## src/rtl/uart_word_if.sv

```systemverilog
// Valid/ready word handshake between an upstream source and the UART word transmitter.
interface uart_word_if #(
  parameter int DATA_SIZE = 16
) ();
  logic                 in_valid;
  logic                 in_ready;
  logic [DATA_SIZE-1:0] in_data;

  modport master (
    output in_valid,
    output in_data,
    input  in_ready
  );

  modport slave (
    input  in_valid,
    input  in_data,
    output in_ready
  );
endinterface

```

## src/rtl/uart_word_tx.sv

```systemverilog
// Serialises DATA_SIZE-bit words onto an 8N1 UART line, MSB byte first.
module uart_word_tx #(
  parameter int DATA_SIZE    = 16,
  parameter int CLKS_PER_BIT = 104
) (
  input  logic       clk,
  input  logic       rst_n,
  uart_word_if.slave in_if,
  output logic       tx,
  output logic       busy
);
  localparam int NB  = DATA_SIZE / 8;
  localparam int BW  = $clog2(CLKS_PER_BIT);
  localparam int BYW = (NB > 1) ? $clog2(NB) : 1;
  localparam logic [BW-1:0]  BAUD_MAX = BW'(CLKS_PER_BIT - 1);
  localparam logic [BYW-1:0] BYTE_MAX = BYW'(NB - 1);

  typedef enum logic [1:0] {
    IDLE,
    START,
    DATA,
    STOP
  } state_e;

  state_e               state_q, state_d;
  logic                 tx_q, tx_d;
  logic                 ready_q, ready_d;
  logic                 busy_q, busy_d;
  logic [BW-1:0]        baud_q, baud_d;
  logic [2:0]           bit_q, bit_d;
  logic [BYW-1:0]       byte_q, byte_d;
  logic [DATA_SIZE-1:0] sh_q, sh_d;

  logic [7:0] cur_byte;
  logic [2:0] bit_nxt;
  logic       baud_last;

  // Byte on the wire always sits at the top of the shift register.
  assign cur_byte  = sh_q[DATA_SIZE-1 -: 8];
  assign bit_nxt   = bit_q + 3'd1;
  assign baud_last = (baud_q == BAUD_MAX);

  always_comb begin
    state_d = state_q;
    tx_d    = tx_q;
    ready_d = ready_q;
    busy_d  = busy_q;
    baud_d  = baud_q;
    bit_d   = bit_q;
    byte_d  = byte_q;
    sh_d    = sh_q;
    unique case (state_q)
      IDLE: begin
        tx_d    = 1'b1;
        ready_d = 1'b1;
        busy_d  = 1'b0;
        if (in_if.in_valid && ready_q) begin
          sh_d    = in_if.in_data;
          ready_d = 1'b0;
          busy_d  = 1'b1;
          tx_d    = 1'b0;
          baud_d  = '0;
          bit_d   = '0;
          byte_d  = '0;
          state_d = START;
        end
      end
      START: begin
        if (baud_last) begin
          baud_d  = '0;
          tx_d    = cur_byte[bit_q];
          state_d = DATA;
        end else begin
          baud_d = baud_q + 1'b1;
        end
      end
      DATA: begin
        if (baud_last) begin
          baud_d = '0;
          if (bit_q == 3'd7) begin
            bit_d   = '0;
            tx_d    = 1'b1;
            state_d = STOP;
          end else begin
            bit_d = bit_nxt;
            tx_d  = cur_byte[bit_nxt];
          end
        end else begin
          baud_d = baud_q + 1'b1;
        end
      end
      STOP: begin
        if (baud_last) begin
          baud_d = '0;
          if (byte_q == BYTE_MAX) begin
            byte_d  = '0;
            tx_d    = 1'b1;
            ready_d = 1'b1;
            busy_d  = 1'b0;
            state_d = IDLE;
          end else begin
            byte_d  = byte_q + 1'b1;
            sh_d    = sh_q << 8;
            tx_d    = 1'b0;
            state_d = START;
          end
        end else begin
          baud_d = baud_q + 1'b1;
        end
      end
      default: state_d = IDLE;
    endcase
  end

  always_ff @(posedge clk or negedge rst_n) begin
    if (!rst_n) begin
      state_q <= IDLE;
      tx_q    <= 1'b1;
      ready_q <= 1'b0;
      busy_q  <= 1'b0;
      baud_q  <= '0;
      bit_q   <= '0;
      byte_q  <= '0;
      sh_q    <= '0;
    end else begin
      state_q <= state_d;
      tx_q    <= tx_d;
      ready_q <= ready_d;
      busy_q  <= busy_d;
      baud_q  <= baud_d;
      bit_q   <= bit_d;
      byte_q  <= byte_d;
      sh_q    <= sh_d;
    end
  end

  assign in_if.in_ready = ready_q;
  assign tx             = tx_q;
  assign busy           = busy_q;
endmodule

```

## src/flat_wrapper.sv

```systemverilog
// flat-port wrapper written by rule: the top's interface ports become plain ports
module uart_word_tx_flat 
#(
  parameter int DATA_SIZE    = 16,
  parameter int CLKS_PER_BIT = 104
)
  (clk, rst_n, tx, busy, in_if_in_valid, in_if_in_data, in_if_in_ready);
  uart_word_if #(.DATA_SIZE(DATA_SIZE)) in_if_i ();
  input  logic clk;
  input  logic rst_n;
  output logic tx;
  output logic busy;
  input wire logic [$bits(in_if_i.in_valid)-1:0] in_if_in_valid;
  input wire logic [$bits(in_if_i.in_data)-1:0] in_if_in_data;
  output wire logic [$bits(in_if_i.in_ready)-1:0] in_if_in_ready;
  assign in_if_i.in_valid = in_if_in_valid;
  assign in_if_i.in_data = in_if_in_data;
  assign in_if_in_ready = in_if_i.in_ready;
  uart_word_tx #(.DATA_SIZE(DATA_SIZE), .CLKS_PER_BIT(CLKS_PER_BIT)) u_core (.clk(clk), .rst_n(rst_n), .in_if(in_if_i), .tx(tx), .busy(busy));
endmodule
```

## config.mk

```make
export PLATFORM = sky130hd
export DESIGN_NAME = uart_word_tx_flat
export DESIGN_NICKNAME = d
export VERILOG_FILES = /design/src/rtl/uart_word_if.sv /design/src/rtl/uart_word_tx.sv /design/src/flat_wrapper.sv
export SDC_FILE = /design/constraint.sdc
export NUM_CORES = 1
export LEC_CHECK = 0
export ABC_AREA = 1
export BUFFER_PORTS_ARGS = -buffer_cell sky130_fd_sc_hd__clkbuf_2
export CAP_MARGIN = 15
export CORE_ASPECT_RATIO = 1.25
export CORE_UTILIZATION = 35
export CTS_CLUSTER_SIZE = 14
export DETAILED_ROUTE_END_ITERATION = 7
export MAX_ROUTING_LAYER = met4
export PLACE_DENSITY = 0.65
export SYNTH_ARGS = -nofsm -noshare
export SYNTH_HDL_FRONTEND = slang
export SYNTH_SLANG_ARGS = --single-unit
```

## constraint.sdc

```tcl
create_clock -name clk -period 1.5 [get_ports clk]
set_input_delay 0.225 -clock clk [delete_from_list [all_inputs] [get_ports clk]]
set_output_delay 0.225 -clock clk [all_outputs]
set_load 0.005 [all_outputs]
```

Word-level counts from Yosys, hierarchy flattened
Index checks and enable logic that the tools add are counted.
{"block": "totals", "regBits": 32, "inputBits": 19, "wordCells": 76}
{"block": "op_classes", "n_addsub": 3, "n_lt_le_gt_ge": 2, "eq_ne": 12, "mux": 40, "n_reduce_logical": 11}
{"operator": "$mux 16", "count": 3}
{"operator": "$pmux 16 s2", "count": 1}
{"operator": "$mux 1", "count": 17}
{"operator": "$mux 7", "count": 2}
{"operator": "$pmux 7 s2", "count": 1}
{"operator": "$ne 2x1->1 const B", "count": 6}
{"operator": "$reduce_and 3->1", "count": 4}
{"operator": "$mux 2", "count": 5}
{"operator": "$mux 3", "count": 3}
{"operator": "$lt 3x4->1 const B", "count": 2}
{"operator": "$pmux 2 s4", "count": 1}
{"operator": "$add 7x1->7 const B", "count": 1}
{"operator": "$eq 7x7->1 const B", "count": 1}
{"operator": "$bmux 1 s3", "count": 2}
{"operator": "$pmux 1 s2", "count": 3}
{"operator": "$pmux 3 s2", "count": 1}
{"operator": "$reduce_and 5->1", "count": 1}
{"operator": "$eq 2x2->1 const B", "count": 2}
{"operator": "$pmux 1 s4", "count": 1}
{"operator": "$reduce_and 4->1", "count": 1}
{"operator": "$reduce_bool 2->1", "count": 2}
{"operator": "$add 3x1->3 const B", "count": 1}
{"operator": "$eq 3x3->1 const B", "count": 1}
{"operator": "$reduce_or 3->1", "count": 1}
{"operator": "5 further kinds", "count": 5}

Logic depth before layout (Yosys ltp)
{"block": "depth", "ltp_word": 6, "ltp_mapped": 10, "ltp_nobuf": 9}

Worst setup path before layout
No wires, ideal clock.
{"block": "synth_timing", "kind": "flip-flop to flip-flop", "from": "reg u_core.state_q[0]", "to": "reg u_core.sh_q[15]", "setup_time_ns": 0.130, "arrival_ns": 1.471, "slack_ns": -0.101, "stages_incl_launch_ff": 9, "period_less_slack_ns": 1.601, "cell_sequence": "dfrtp_1 > inv_1 > ha_1 > buf_2 > nand2_1 > nand2_4 > nor2_8 > buf_8 > o21ai_0"}
{"block": "synth_via", "elab_chain_cells": 3, "elab_cells_between_ends": 8}
{"item": "from (decl)", "line_no": "uart_word_tx.sv:25", "rtl": "state_e state_q, state_d;"}
{"item": "from (signal assigned)", "line_no": "uart_word_tx.sv:126", "rtl": "state_q <= state_d;"}
{"item": "$eq 2x2->1 or $logic_not 2->1 (tied branches)", "line_no": "uart_word_tx.sv:52", "rtl": "unique case (state_q)"}
{"item": "$ne 2x2->1 (no line), or another cell as far along"}
{"item": "$reduce_and 4->1 (no line)"}
{"item": "to (signal assigned)", "line_no": "uart_word_tx.sv:124", "rtl": "sh_q <= '0;"}
{"item": "to (signal assigned)", "line_no": "uart_word_tx.sv:133", "rtl": "sh_q <= sh_d;"}
{"item": "to (decl)", "line_no": "uart_word_tx.sv:32", "rtl": "logic [DATA_SIZE-1:0] sh_q, sh_d;"}
Parallel ways exist; a longest one is shown, timed or not.
A chain may end at the register's enable or synchronous reset.

Worst setup path in the final report
{"block": "layout_timing", "from": "reg u_core.baud_q[0]", "to": "reg u_core.baud_q[6]"}
{"block": "layout_via", "elab_chain_cells": 3, "elab_cells_between_ends": 4}
{"item": "from (decl)", "line_no": "uart_word_tx.sv:29", "rtl": "logic [BW-1:0] baud_q, baud_d;"}
{"item": "from (signal assigned)", "line_no": "uart_word_tx.sv:130", "rtl": "baud_q <= baud_d;"}
{"item": "$add 7x1->7 or $eq 7x7->1 (tied branches)"}
{"item": "$mux 7 (*)", "line_no": "uart_word_tx.sv:69, uart_word_tx.sv:78, uart_word_tx.sv:93"}
{"item": "$pmux 7 s2 (*)", "line_no": "uart_word_tx.sv:52"}
Every way passes the cells marked *; elsewhere a longest branch is shown, timed or not.

==> reports/qor.txt <==
status = finished, violations left
failing checks = setup timing
Initial DRT Pass Iterations = 4
grt total ovfl = 0
synthesized area = 1906 sq um
Final nets = 304
Final TNS setup = -0.3570 ns
global-route wire length before repair = 7024 um
share of Yosys cell area claimed by the top area cell type = 40.71%
dpl cells = 324
placer congestion estimate = 0.8109
Seq/Total Area, Yosys = 42.09%
DIE HEIGHT = 84.50 um
Power Total = 0.005818 W
GRT Overall Usage = 16.60%
Post-Route WL = 4131 um
Mapped Cells = 220
Sw Share = 43.03%
Finished Layout Cells = 340
sw power = 0.002504 W
Power per Cell Area = 2224 nW/um^2
commonest non-fill, non-tap cell in the layout = nand2_1
Max FO, Critical Path = 2
CTS tree = done
Post-route DRC = 0
most frequent cells in the layout = 38 x nand2_1, 31 x dfrtp_1, 28 x buf_4
fin crit share = 103.8%
Slew Viols, Final = 0
Worst-Margin Slew = 0.3985 ns
largest cells by area after synthesis = dfrtp_1 41%, nand2_1 8.5%, inv_1 6.1%, o21ai_0 5.8%, ha_1 5.3%
RSZ-0062 raised after global routing = true
Die X = 68.00 um
Final WS setup = -0.05774 ns
Starting Density = 36.98%
Setup Skew = 0.004586 ns
Longest Clk Path Bufs = 2
worst hold path startpoint = in_if_in_data[2]
layout overhead on the synthesized area = 37.29%
clock power share = 11.6%
final setup fails = 14
layout cells sized above 1 = 41.01%
Max Clock Freq = 0.6420 GHz
Mapped Nets = 247
Num CTS Buffers = 5
P_int = 0.003315 W
vias in the first global route = 1618
row cnt = 29
sequential fraction of design power = 25.9%
Comb power frac = 62.6%
Worst slew margin = 73.31%
port bufs = 21
Worst EP arrival = 1.76 ns
Leakage = 1.194 nW
max-capacitance violation count = 0
Setup WS pre-CTS = -0.1060 ns
Starting DRT DRC Count = 52
maximum vdd drop = 0.001300 V
wire length per cell = 12.15 um
n_diodes = 0
worst r2r src = u_core.baud_q[0]
post-synth cell types = 28
Vias = 1655
Final Hold Viols = 0
HPWL Detailed = 2904 um
average cell area after synthesis = 8.662 sq um
Yosys top cell by area = dfrtp_1
Synth warnings = 0
Clock Latency Late Sink = 0.28 ns
largest net degree at the start of global routing = 33
I/O pins = 22
critical path capture point type = register
Vias/cell = 4.868
Worst EP required = 1.70 ns
fin util = 50.78%
die area = 5745 sq um
Tmin final = 1.558 ns
Worst setup SP type = register
class of the most critical hold timing path = input port to register
Synth Register Bits = 32
core footprint = 5152 sq um
Critical Path Source = u_core.baud_q[0]
depth of the CTS H-tree = 2
# clock sinks = 32
Root Buffer = clkbuf_8
register-to-register setup slack = -0.06 ns
DRT antenna net count = 0
initial antenna violation count = 0
Crit Path Class = register to register
clk slew on worst S/H paths = 0.06 ns
## critical path, cell delays in order, from the launching register on
cell     delay, ns
dfrtp_1       0.36
ha_2          0.19
nand2_2       0.08
buf_4         0.14
buf_4         0.12
nor2_1        0.18
nand3_1       0.12
xor2_1        0.15
o21ai_0       0.14
## metrics by stage
stage               area, sq um  hold WS (ns)
floorplan                  1921      -0.07059
global placement           2272        0.1949
detailed placement         2272        0.1997
CTS                        2452        0.1571
global route               2616        0.1610
finish                     2616        0.1639
## power groups by stage
stage	Sequential, W	Clock, W	Combinational, W
floorplan	0.00147	0	0.00206
global placement	0.00149	0	0.00290
detailed placement	0.00150	0	0.00294
CTS	0.00149	0.000697	0.00327
global route	0.00156	0.000725	0.00405
finish	0.00150	0.000674	0.00364
## worst paths after layout
| kind | endpoint | depth (start not counted) |
|---|---|---|
| hold / removal | u_core.sh_q[2] | 3 |
| hold reg to reg | u_core.tx | 2 |
| setup / recovery | u_core.baud_q[6] | 8 |
| min in group asynchronous | u_core.busy | 3 |
| max in group asynchronous | u_core.tx | 3 |
| setup reg to reg | u_core.baud_q[6] | 8 |
## registers in the layout, indices dropped and copies added (netlist names)
signal	count
u_core.tx	1
u_core.bit_q	3
u_core.in_if.in_ready	1
u_core.state_q	2
u_core.byte_q	1
u_core.baud_q	7
u_core.busy	1
u_core.sh_q	16
## logic make-up (layout without fill, tap and decap cells)
group	after synthesis	in the layout	synth area share (%)
buffers and inverters	38	95	9.586
AO/OA/AOI/OAI	48	48	16.48
XOR/XNOR	4	4	1.838
adder cells (fa/ha/maj)	8	8	5.253
AND/OR/NAND/NOR	90	91	24.75
flip-flops	32	32	42.09
## timing repair
item | 4_1_cts | 5_1_grt
hold endpoints to repair | 31 | 0
cloned | 1 | 0
hold buffers | 1 | 0
endpoints found under the setup margin | 19 | 28
gates resized for setup | 18 | 35
setup buffers | 1 | 5
pin swaps | 8 | 12
## synthesized netlist by cell type (all sizes together)
library cell and count:
a32o 1, inv 31, a21oi 4, xor2 4
o31ai 3, nand2 46, o211ai 10, ha 8
nor2 9, nand3b 1, o21ai 27, o22ai 3
nor3 1, nand3 28, buf 6, dfrtp 31
dfstp 1, clkbuf 1, or2 5
## area by class of cell
type | instances | area [sq um]
Multi-Input combinational cell | 151 | 1116
Inverter | 31 | 120.1
Sequential cell | 32 | 802.0
Timing Repair Buffer | 56 | 410.4
Clock buffer | 8 | 90.09
Fill cell | 481 | 2536
Tap cell | 62 | 77.57
## layer usage
metal  track usage, %  up-vias  share of wire, %  routed length [um]
li1                 -      844                 -                   -
met3            2.446        6               2.2                  91
met2            24.60       26                51                2100
met1            21.67      779                45                1861
met5                -        -                 0                   0
met4            8.144        0               1.9                  78
Power figures use the tool's default switching activity.
